File: src/rtl/seq_mul_assign.sv
// seq_mul_assign: iterative shift-add multiplier with an ACCW-bit accumulator.
// MUL produces a full 2W product (sign-magnitude when signed); ACC_MUL performs
// a truncating acc *= ext(b); ACC_LOAD / ACC_CLR set the accumulator directly.
// One command at a time: IDLE accepts, BUSY iterates, DONE holds the result
// until the consumer takes it.
//
// state  | meaning
// -------+------------------------------------------------------------
// S_IDLE | waiting for a command, in_ready=1
// S_BUSY | shift-add iterations running, one multiplier bit per cycle
// S_DONE | result presented with out_valid=1 until out_ready
module seq_mul_assign #(
  parameter int W    = 4,
  parameter int ACCW = 8
) (
  input  logic              clk,
  input  logic              rst_n,
  input  logic              in_valid,
  output logic              in_ready,
  input  logic [1:0]        in_cmd,
  input  logic              in_sgn,
  input  logic [W-1:0]      in_a,
  input  logic [W-1:0]      in_b,
  output logic              out_valid,
  input  logic              out_ready,
  output logic [2*W-1:0]    out_prod,
  output logic [ACCW-1:0]   out_acc
);

  localparam int PW = 2 * W;
  // Shared datapath is wide enough for either the full product or the accumulator.
  localparam int DW = (PW > ACCW) ? PW : ACCW;
  localparam int CW = $clog2(DW + 1);

  localparam logic [DW-1:0] MASK_P = DW'({PW{1'b1}});
  localparam logic [DW-1:0] MASK_A = DW'({ACCW{1'b1}});

  typedef enum logic [1:0] {
    S_IDLE = 2'd0,
    S_BUSY = 2'd1,
    S_DONE = 2'd2
  } state_e;

  typedef enum logic [1:0] {
    CMD_MUL      = 2'd0,
    CMD_ACC_MUL  = 2'd1,
    CMD_ACC_LOAD = 2'd2,
    CMD_ACC_CLR  = 2'd3
  } cmd_e;

  state_e          state_q;
  cmd_e            cmd_q;
  logic            in_ready_q;
  logic            out_valid_q;
  logic [PW-1:0]   prod_q;
  logic [ACCW-1:0] acc_q;
  logic [DW-1:0]   work_q;
  logic [DW-1:0]   mcand_q;
  logic [DW-1:0]   mplier_q;
  logic            neg_q;
  logic [CW-1:0]   cnt_q;

  logic [W-1:0]    mag_a;
  logic [W-1:0]    mag_b;
  logic            neg_d;
  logic [ACCW-1:0] ext_a;
  logic [ACCW-1:0] ext_b;
  logic [DW-1:0]   mask;
  logic [DW-1:0]   work_d;
  logic [DW-1:0]   mcand_d;
  logic [PW-1:0]   prod_mag;
  logic [PW-1:0]   prod_d;
  logic [ACCW-1:0] acc_d;
  logic            last_iter;

  // Operand preparation at accept time: magnitudes for signed MUL, extension for acc ops.
  always_comb begin
    mag_a = (in_sgn && in_a[W-1]) ? -in_a : in_a;
    mag_b = (in_sgn && in_b[W-1]) ? -in_b : in_b;
    neg_d = in_sgn && (in_a[W-1] ^ in_b[W-1]);
    ext_a = ACCW'(in_a);
    ext_b = ACCW'(in_b);
    if (in_sgn && in_a[W-1]) begin
      ext_a = ext_a | ~ACCW'({W{1'b1}});
    end
    if (in_sgn && in_b[W-1]) begin
      ext_b = ext_b | ~ACCW'({W{1'b1}});
    end
  end

  // One shift-add step; bits above the active width are dropped every cycle so
  // no carry survives beyond 2W (MUL) or ACCW (ACC_MUL).
  always_comb begin
    mask      = (cmd_q == CMD_MUL) ? MASK_P : MASK_A;
    work_d    = (mplier_q[0] ? (work_q + mcand_q) : work_q) & mask;
    mcand_d   = (mcand_q << 1) & mask;
    prod_mag  = work_d[PW-1:0];
    prod_d    = neg_q ? -prod_mag : prod_mag;
    acc_d     = work_d[ACCW-1:0];
    last_iter = (cnt_q == CW'(1));
  end

  // Control FSM and all datapath registers; outputs are registered here too.
  always_ff @(posedge clk or negedge rst_n) begin
    if (!rst_n) begin
      state_q     <= S_IDLE;
      cmd_q       <= CMD_MUL;
      in_ready_q  <= 1'b1;
      out_valid_q <= 1'b0;
      prod_q      <= '0;
      acc_q       <= '0;
      work_q      <= '0;
      mcand_q     <= '0;
      mplier_q    <= '0;
      neg_q       <= 1'b0;
      cnt_q       <= '0;
    end else begin
      case (state_q)
        S_IDLE: begin
          if (in_valid) begin
            cmd_q      <= cmd_e'(in_cmd);
            work_q     <= '0;
            in_ready_q <= 1'b0;
            case (cmd_e'(in_cmd))
              CMD_MUL: begin
                mcand_q  <= DW'(mag_a);
                mplier_q <= DW'(mag_b);
                neg_q    <= neg_d;
                cnt_q    <= CW'(W);
                state_q  <= S_BUSY;
              end
              CMD_ACC_MUL: begin
                // Current acc is snapshotted as the multiplicand; acc itself
                // stays untouched until the last iteration commits.
                mcand_q  <= DW'(acc_q);
                mplier_q <= DW'(ext_b);
                neg_q    <= 1'b0;
                cnt_q    <= CW'(ACCW);
                state_q  <= S_BUSY;
              end
              CMD_ACC_LOAD: begin
                acc_q       <= ext_a;
                out_valid_q <= 1'b1;
                state_q     <= S_DONE;
              end
              default: begin
                acc_q       <= '0;
                out_valid_q <= 1'b1;
                state_q     <= S_DONE;
              end
            endcase
          end
        end
        S_BUSY: begin
          work_q   <= work_d;
          mcand_q  <= mcand_d;
          mplier_q <= mplier_q >> 1;
          cnt_q    <= cnt_q - CW'(1);
          if (last_iter) begin
            if (cmd_q == CMD_MUL) begin
              prod_q <= prod_d;
            end else begin
              acc_q <= acc_d;
            end
            out_valid_q <= 1'b1;
            state_q     <= S_DONE;
          end
        end
        S_DONE: begin
          // Return to IDLE only; a new command waits for the following edge.
          if (out_ready) begin
            out_valid_q <= 1'b0;
            in_ready_q  <= 1'b1;
            state_q     <= S_IDLE;
          end
        end
        default: begin
          out_valid_q <= 1'b0;
          in_ready_q  <= 1'b1;
          state_q     <= S_IDLE;
        end
      endcase
    end
  end

  assign in_ready  = in_ready_q;
  assign out_valid = out_valid_q;
  assign out_prod  = prod_q;
  assign out_acc   = acc_q;

endmodule
File: config.mk
export PLATFORM = sky130hd
export DESIGN_NAME = seq_mul_assign
export DESIGN_NICKNAME = d
export VERILOG_FILES = /design/src/rtl/seq_mul_assign.sv
export SDC_FILE = /design/constraint.sdc
export NUM_CORES = 1
export LEC_CHECK = 0
export ABC_AREA = 1
export CORE_UTILIZATION = 25
export DETAILED_ROUTE_END_ITERATION = 12
export GPL_TIMING_DRIVEN = 0
export SKIP_LAST_GASP = 1
export SLEW_MARGIN = 10
export SYNTH_ARGS = -nofsm -noshare
export SYNTH_HDL_FRONTEND = slang
export SYNTH_SLANG_ARGS = --single-unit
File: constraint.sdc
create_clock -name clk -period 2.6 [get_ports clk]
set_clock_uncertainty 0.15 [all_clocks]
set_input_delay 0.26 -clock clk [delete_from_list [all_inputs] [get_ports clk]]
set_output_delay 0.26 -clock clk [all_outputs]
set_load 0.02 [all_outputs]
==> results of run 1 <==
per-layer routing:
metal / track usage, % / part of all wire, % / vias to the layer above
li1: - / - / 1344
met4: 4.23 / 2.0 / 0
met3: 2.19 / 4.0 / 13
met5: 0 / 0 / -
met2: 21.2 / 47 / 53
met1: 16.5 / 47 / 1233
worst min path at each step:
stage                        start         to  slack (ps)  depth (start not counted)
after floorplan              rst_n   cmd_q[0]        -190                          0
after global placement    cmd_q[0]   cmd_q[0]         310                          2
after detailed placement     rst_n  out_valid          90                          1
after CTS                    rst_n   cnt_q[3]         300                          2
after global routing         rst_n   cnt_q[3]         330                          2
final                        rst_n   cnt_q[3]         290                          2
worst max-delay path, stage by stage, from the launching register on:
cell and delay (ps):
dfrtp_1 410, ha_1 220, fa_1 480, nand2_4 70, inv_2 40, nor2_4 120
ha_1 150, inv_1 50, nor2_1 90, nand3_1 100, buf_4 140, and3_1 130
o31ai_1 170
synthesized netlist by cell type:
cell,count,area [µm²]
nand2_1,106,398
dfrtp_1,50,1250
inv_1,42,158
nor2_1,37,139
nand3_1,23,115
a21oi_1,21,105
ha_1,12,150
o21ai_0,12,60.1
o21ai_1,11,55.1
inv_2,9,33.8
a31oi_1,7,43.8
a22oi_1,6,45.0
buf_2,5,25.0
o211ai_1,5,37.5
nand2_2,4,25.0
xor2_1,4,35.0
nand4_1,3,18.8
nor2_2,3,18.8
nor2_4,3,33.8
nor3_1,3,15.0
xnor2_1,3,26.3
buf_1,2,7.51
buf_6,2,22.5
nand3_2,2,20.0
o31ai_1,2,15.0
a21oi_2,1,8.76
a21oi_4,1,16.3
and3_1,1,6.26
clkbuf_1,1,3.75
dfstp_2,1,26.3
fa_1,1,20.0
inv_4,1,6.26
nand2_4,1,11.3
o21ai_4,1,16.3
o22ai_1,1,6.26
or2_2,1,6.26
or3_1,1,6.26
power by group:
| part | internal [mW] | switching [mW] |
|---|---|---|
| sequential | 1.16 | 0.257 |
| clock | 0.366 | 0.326 |
| combinational | 1.04 | 1.71 |
metrics by stage:
step	total power, mW	setup TNS (ps)	hold slack, ps	instance area, µm²	instances
after floorplan	3.32	0	-186	2990	389
after global routing	5.30	0	327	3680	575
after CTS	4.88	0	303	3660	574
after detailed placement	4.17	0	88.4	3500	565
after global placement	4.10	-25040	311	3490	564
final	4.86	0	286	3680	575
state kept, by name, indices dropped and copies added (netlist names), 2 cells and up:
signal,flops
mcand_q,8
mplier_q,8
out_acc,8
out_prod,8
work_q,8
cnt_q,4
cmd_q,2
state_q,2
placed cells by master (no fill, tap or decap), types with 3 or more instances in the layout:
cell               n
nand2_2            4
xnor2_1            3
a21oi_1           21
inv_2              9
nand2_1          106
o21ai_0           12
nand3_1           23
nor2_1            37
buf_2              6
nand4_1            3
clkbuf_16          5
o21ai_1           11
dfrtp_1           50
a22oi_1            6
a31oi_1            7
clkdlybuf4s50_1   31
ha_1              12
o211ai_1           5
xor2_1             4
inv_1             42
nor3_1             3
nor2_4             4
cell type report:
| class | instances | share of cell area (%) |
|---|---|---|
| Sequential cell | 51 | 34.8 |
| Clock buffer | 5 | 3.40 |
| Timing Repair Buffer | 35 | 9.60 |
| Buffer | 10 | 1.60 |
| Clock inverter | 3 | 0.715 |
| Multi-Input combinational cell | 276 | 39.7 |
| Tap cell | 143 | 4.87 |
| Inverter | 52 | 5.38 |
timing repair:
| item | in CTS | in global routing |
|---|---|---|
| hold buffers | 1 | 0 |
| endpoints found under the hold margin | 16 | 0 |
| setup buffers | 0 | 1 |
| gates resized for setup | 0 | 1 |
| setup endpoints to repair | 0 | 1 |
cell families (layout without fill, tap and decap cells):
group	count (synthesis)	after routing
DFF	51	51
and+or+nand+nor	188	188
buffers and inverters	62	105
adders and majority gates	13	13
xor gates and xnor gates	7	7
AOI/OAI and AO/OA	68	68
==> qor.yml, run 1 <==
dp_hpwl_um: 5760
cts_max_level: 2
cellPowerDensity_nw_per_um2: 1320
crit_path_end_kind: "flop"
final.fill_count: 1222
hold_viol_final: 0
reg2reg_slack_ps: 180
grt_pass1_wl_um: 12500
dr.pass1.iters: 8
required_ps: 2660
preCtsSetupSlack_ps: 159
finalNetCount: 459
rows: 39
io_buffer_count: 32
fin_ws_ps: 184
max_cap_viol_count: 0
synth-xor-area-share_pct: 2.05
period_share_pct: 92.9
synthAdderAreaFrac_pct: 5.70
period_needed_ps: 2420
totalWireLength_um: 7540
slew_violations: 0
worstMarginPinSlew_ps: 625
num_antenna_cells: 0
clock_path_buffers: 2
fmax_ghz: 0.414
ys_seq_elements: 51
violations: "design-rule violations"
final_util_pct: 31.9
cts.clk_slew.worst_paths_ps: 80
dieArea_um2: 12400
start_kind: "flop"
synthMuxAreaShare_pct: 0
grt_max_degree: 35
synth_compound_area_share_pct: 13.7
syn-num-nets: 417
ioPinCount: 33
criticalPathCategory: "flop to flop"
status: "finished with violations"
grt_setup_unrepaired: "no"
track_usage_pct: 12.7
cts_buffers: 5
die_w_um: 111
drive_above_1_share_pct: 10.6
design.core.area_um2: 11500
die_h_um: 111
grt_pass1_vias: 2570
clk_latency_ps: 300
power.leakage_nw: 1.78
cp.arrival_ps: 2470
seq_area_frac_synth_pct: 42.8
rr_startpoint: "mcand_q[0]"
ir_drop_v: 0.000620
detail-route-antenna-nets: 0
synth-simple-area-share_pct: 27.2
antenna_found_initial: 0
multiInputGateArea_um2: 1460
seq_area_um2: 1280
synth_area_per_cell_um2: 7.68
route.detailed.drc: 2
cts.sinks: 51
yosysUniqueCellTypes: 37
synth_top_family_by_area: "simple AND/OR/NAND/NOR gates"
hp-class: "input port to asynchronous set/reset pin"
setup_viol: 0
wl_per_cell_um: 13.1
drtIter0Drc: 124
r2r_cells: 12
syn_inst: 389
yosys_warnings: 0
syn_to_final_growth_pct: 23.0
start_util_pct: 25.9
cp-endpoint: "out_prod[4]"
tritoncts: "done"
startpoint: "mcand_q[0]"
root_buffer: "clkbuf_16"
worstReg2RegEnd: "out_prod[4]"
slew_headroom_pct: 58.3
gp_routability_congestion: 0.848
dr_total_vias: 2643
synth_area_um2: 2990
overflow: 0
crit_fanout: 3
viasPerCell: 4.60
No activity file was read; power rests on OpenSTA's default activity.
==> run 2: changes to the inputs <==
CORE_MARGIN = 1   (was default)
clock period = 2.7 ns   (was 2.6 ns; I/O delays follow)
==> qor.yml, run 2 (synthesis results as in run 1) <==
seq_area_um2: 1280  # unchanged
cellPowerDensity_nw_per_um2: 1270  # was 1320 nW/µm²
period_needed_ps: 2440  # was 2420 ps
reg2reg_slack_ps: 260  # was 180 ps
wl_per_cell_um: 13.1  # about the same
power.net_switching_mw: 2.19  # was 2.29 mW
status: "finished with violations"  # unchanged
finalNetCount: 458  # was 459
drive_above_1_share_pct: 10.4  # was 10.6%
gp_routability_congestion: 0.848  # unchanged
multiInputGateArea_um2: 1450  # was 1460 µm²
power.internal_mw: 2.45  # was 2.57 mW
cts.sinks: 51  # unchanged
preCtsSetupSlack_ps: 259  # was 159 ps
slew_headroom_pct: 58.4  # was 58.3%
startpoint: "mcand_q[0]"  # unchanged
hold_ws_ps: 298  # was 286 ps
dr.pass1.iters: 8  # unchanged
drtIter0Drc: 119  # was 124
viasPerCell: 4.61  # was 4.60
fmax_ghz: 0.410  # was 0.414 GHz
cts.clk_slew.worst_paths_ps: 80  # about the same
antenna_found_initial: 0  # unchanged
die_w_um: 111  # unchanged
design.core.area_um2: 11500  # unchanged
fin_ws_ps: 260  # was 184 ps
violations: "design-rule violations"  # unchanged
required_ps: 2740  # was 2660 ps
start_kind: "flop"  # unchanged
num_antenna_cells: 0  # unchanged
crit_path_end_kind: "flop"  # unchanged
final.fill_count: 1223  # was 1,222
rr_startpoint: "mcand_q[0]"  # unchanged
power.leakage_nw: 1.78  # about the same
most-common-layout-cells: "106 x nand2_1, 50 x dfrtp_1, 42 x inv_1"  # unchanged
grt_pass1_wl_um: 12500  # unchanged
totalWireLength_um: 7500  # was 7540 µm
criticalPathCategory: "flop to flop"  # unchanged
track_usage_pct: 12.7  # unchanged
cp-endpoint: "out_prod[6]"  # was out_prod[4]
dr_total_vias: 2646  # was 2,643
hold_viol_final: 0  # unchanged
tritoncts: "done"  # unchanged
final_util_pct: 31.8  # was 31.9%
worstReg2RegEnd: "out_prod[6]"  # was out_prod[4]
final_common_cell: "nand2_1"  # unchanged
clock_path_buffers: 2  # unchanged
cp.arrival_ps: 2480  # was 2470 ps
setup_tns_ps: 0  # unchanged
die_h_um: 111  # unchanged
hp-class: "input port to asynchronous set/reset pin"  # unchanged
io_buffer_count: 32  # unchanged
dp_hpwl_um: 5760  # unchanged
grt_setup_unrepaired: "no"  # unchanged
slew_violations: 0  # unchanged
route.detailed.drc: 2  # unchanged
crit_fanout: 3  # unchanged
swShare_pct: 47.2  # was 47.1%
cts_buffers: 5  # unchanged
ir_drop_v: 0.000597  # was 0.000620 V
period_share_pct: 90.4  # was 92.9%
grt_max_degree: 35  # unchanged
total_power_mw: 4.65  # was 4.86 mW
p_clk_share_pct: 14.3  # was 14.2%
p_comb_share_pct: 56.3  # was 56.5%
max_cap_viol_count: 0  # unchanged
rows: 39  # unchanged
cts_max_level: 2  # unchanged
overflow: 0  # unchanged
worstMarginPinSlew_ps: 623  # was 625 ps
detail-route-antenna-nets: 0  # unchanged
ioPinCount: 33  # unchanged
post_cts_resized: 0  # unchanged
start_util_pct: 25.9  # unchanged
clk_latency_ps: 300  # about the same
grt_pass1_vias: 2570  # unchanged
dieArea_um2: 12400  # unchanged
sequentialPowerShare_pct: 29.4  # was 29.2%
setup_viol: 0  # unchanged
r2r_cells: 15  # was 12
root_buffer: "clkbuf_16"  # unchanged
syn_to_final_growth_pct: 22.6  # was 23.0%
run 2: changes by cell type in the layout (fill, tap and decap cells not counted):
cell	previous run	this run
nor2_2	2	3
buf_4	1	0
nor2_4	4	3
run 2: final cells by class:
cell class | count | share of cell area [%]
Clock inverter | 3 | 0.717
Multi-Input combinational cell | 276 | 39.7
Timing Repair Buffer | 34 | 9.43
Inverter | 52 | 5.40
Sequential cell | 51 | 34.9
Clock buffer | 5 | 3.42
Tap cell | 143 | 4.88
Buffer | 10 | 1.61
run 2: power by group through the flow:
stage | registers [mW] | logic (mW) | clock network (mW)
2_1_floorplan | 1.47 | 1.72 | 0
3_3_place_gp | 1.38 | 2.56 | 0
3_5_place_dp | 1.39 | 2.63 | 0
4_1_cts | 1.37 | 2.65 | 0.681
5_1_grt | 1.42 | 2.95 | 0.711
6_report | 1.37 | 2.62 | 0.664
run 2: per-layer routing:
metal  track usage (%)  vias up  wire length (µm)
met5                 0        -                 0
met4              4.23        0               148
met3              2.19       13               267
met2              21.2       53              3550
met1              16.5     1239              3530
li1                  -     1341                 -
run 2: critical path, cell delays in order, from the launching register on:
cell	delay [ps]
dfrtp_1	400
ha_1	220
fa_1	480
nand2_4	70
inv_2	30
nor2_2	150
ha_1	160
inv_1	50
nor2_1	90
nand3_1	110
nor2_1	110
nand2_1	70
nand2_1	60
nand2_1	50
nand3_1	60
nand2_1	50
run 2: what timing repair did:
item,in CTS,in global routing
hold buffers,1,0
setup buffers,0,0
hold endpoints to repair,16,0
run 2: per-stage QoR:
step,instance area (µm²),cells
after CTS,3660,574
after floorplan,2990,389
after global routing,3660,574
after detailed placement,3500,565
final,3660,574
after global placement,3490,564
run 2: how the worst min path moves through the flow:
stage,startpoint,end,slack [ps],cells after the start
detailed placement,rst_n,out_valid,100,1
finish,rst_n,cnt_q[3],300,2
global route,rst_n,cnt_q[3],340,2
CTS,rst_n,cnt_q[3],310,2
floorplan,rst_n,cmd_q[0],-180,0
global placement,cmd_q[0],cmd_q[0],310,2
==> run 3: changes to the inputs <==
CTS_BUF_LIST = sky130_fd_sc_hd__clkbuf_4   (was default)
==> qor.yml, run 3 (synthesis results as in run 1) <==
status: "finished with violations"  # unchanged
violations: "design-rule violations"  # unchanged
required_ps: 2840  # was 2740 ps
cts_post_setup_buffers_inserted: 0  # unchanged
num_antenna_cells: 0  # unchanged
finalNetCount: 458  # unchanged
cts_max_level: 2  # unchanged
totalWireLength_um: 7420  # was 7500 µm
max_cap_viol_count: 0  # unchanged
grt_pass1_vias: 2561  # was 2,570
setup_viol: 0  # unchanged
design.core.area_um2: 11500  # unchanged
dr.pass1.iters: 8  # unchanged
dieArea_um2: 12400  # unchanged
place_area_um2: 3500  # unchanged
hold_ws_ps: 179  # was 298 ps
start_util_pct: 25.9  # unchanged
viasPerCell: 4.57  # was 4.61
cellPowerDensity_nw_per_um2: 1220  # was 1270 nW/µm²
cts.sinks: 51  # unchanged
track_usage_pct: 12.5  # was 12.7%
most-common-layout-cells: "106 x nand2_1, 50 x dfrtp_1, 42 x inv_1"  # unchanged
rows: 39  # unchanged
root_buffer: "clkbuf_4"  # was clkbuf_16
fmax_ghz: 0.407  # was 0.410 GHz
overflow: 0  # unchanged
period_needed_ps: 2460  # was 2440 ps
wl_per_cell_um: 12.9  # was 13.1 µm
crit_fanout: 3  # unchanged
cp.arrival_ps: 2600  # was 2480 ps
swShare_pct: 49.5  # was 47.2%
syn_to_final_growth_pct: 19.7  # was 22.6%
period_share_pct: 91.1  # was 90.4%
hold_viol_final: 0  # unchanged
route.detailed.drc: 2  # unchanged
grt_setup_unrepaired: "no"  # unchanged
io_buffer_count: 32  # unchanged
grt_max_degree: 35  # unchanged
cts_buffers: 5  # unchanged
final_common_cell: "nand2_1"  # unchanged
dp_hpwl_um: 5760  # unchanged
power.internal_mw: 2.21  # was 2.45 mW
drtIter0Drc: 130  # was 119
tritoncts: "done"  # unchanged
slew_violations: 0  # unchanged
worstMarginPinSlew_ps: 624  # was 623 ps
grt_pass1_wl_um: 12500  # about the same
clk_latency_ps: 390  # was 300 ps
antenna_found_initial: 0  # unchanged
p_clk_share_pct: 9.0  # was 14.3%
detail-route-antenna-nets: 0  # unchanged
ioPinCount: 33  # unchanged
crit_path_end_kind: "flop"  # unchanged
cts.clk_slew.worst_paths_ps: 190  # was 80 ps
power.leakage_nw: 1.74  # was 1.78 nW
ir_drop_v: 0.000592  # was 0.000597 V
drive_above_1_share_pct: 10.4  # unchanged
power.net_switching_mw: 2.16  # was 2.19 mW
criticalPathCategory: "flop to flop"  # unchanged
clock_path_buffers: 2  # unchanged
post_cts_resized: 0  # unchanged
start_kind: "flop"  # unchanged
fin_area_um2: 3580  # was 3660 µm²
final.fill_count: 1236  # was 1,223
sequentialPowerShare_pct: 31.2  # was 29.4%
die_w_um: 111  # unchanged
hp-class: "input port to asynchronous set/reset pin"  # unchanged
p_comb_share_pct: 59.8  # was 56.3%
dr_total_vias: 2623  # was 2,646
gp_routability_congestion: 0.848  # unchanged
slew_headroom_pct: 58.4  # about the same
die_h_um: 111  # unchanged
[run 3: cell counts in the layout (fill, tap and decap cells not counted)]
No cell type changed its count.
[run 3: layer usage]
metal	global-route usage, %	vias to the layer above	share of wire (%)
met5	0	-	0
met4	3.96	0	1.6
met3	2.02	8	3.9
met2	20.8	60	47
met1	16.5	1218	48
li1	-	1337	-
[run 3: critical path, stage by stage (launching register included)]
cell and delay, ps:
dfrtp_1 440, ha_1 220, fa_1 480, nand2_4 70, inv_2 30, nor2_2 150
ha_1 160, inv_1 50, nor2_1 90, nand3_1 110, nor2_1 120, nand2_1 70
nand2_1 60, nand2_1 50, nand3_1 60, nand2_1 50
[run 3: final cells by class]
type | count | area [µm²] | share of cell area, %
multi-input cells | 276 | 1450 | 40.7
flip-flops and latches | 51 | 1280 | 35.7
repair buffers | 34 | 345 | 9.66
inverters | 52 | 198 | 5.53
well taps | 143 | 179 | 5.00
plain buffers | 10 | 58.8 | 1.64
clock buffers | 5 | 37.5 | 1.05
clock inverters | 3 | 26.3 | 0.735
[run 3: worst paths after layout]
path                            start     endpoint  slack [ps]  depth (start not counted)
setup reg to reg           mcand_q[0]  out_prod[6]         240                         15
setup / recovery           mcand_q[0]  out_prod[6]         240                         15
hold reg to reg              in_ready     in_ready         360                          2
hold / removal                  rst_n     cnt_q[3]         180                          2
min in group clk             in_ready     in_ready         360                          2
max in group asynchronous       rst_n    work_q[0]        1670                          3
[run 3: power groups by stage]
stage               registers [mW]  logic, mW  clock network (mW)
finish                        1.36       2.61               0.395
global route                  1.41       2.94               0.436
CTS                           1.37       2.64               0.405
detailed placement            1.39       2.63                   0
global placement              1.38       2.56                   0
floorplan                     1.47       1.72                   0
[run 3: through the flow]
stage	instances	total power, mW	setup slack, ps	util (%)	TNS (ps)
after floorplan	389	3.20	434	-	0
after global placement	564	3.95	-414	30.3	-20540
after detailed placement	565	4.01	259	30.4	0
after CTS	574	4.41	229	31.1	0
after global routing	574	4.79	22.6	31.1	0
final	574	4.37	241	31.1	0
[run 3: repair_timing]
action / CTS / global route
hold endpoints to repair: 16 / 0
hold buffers: 1 / 0
setup endpoints to repair: 0 / 0
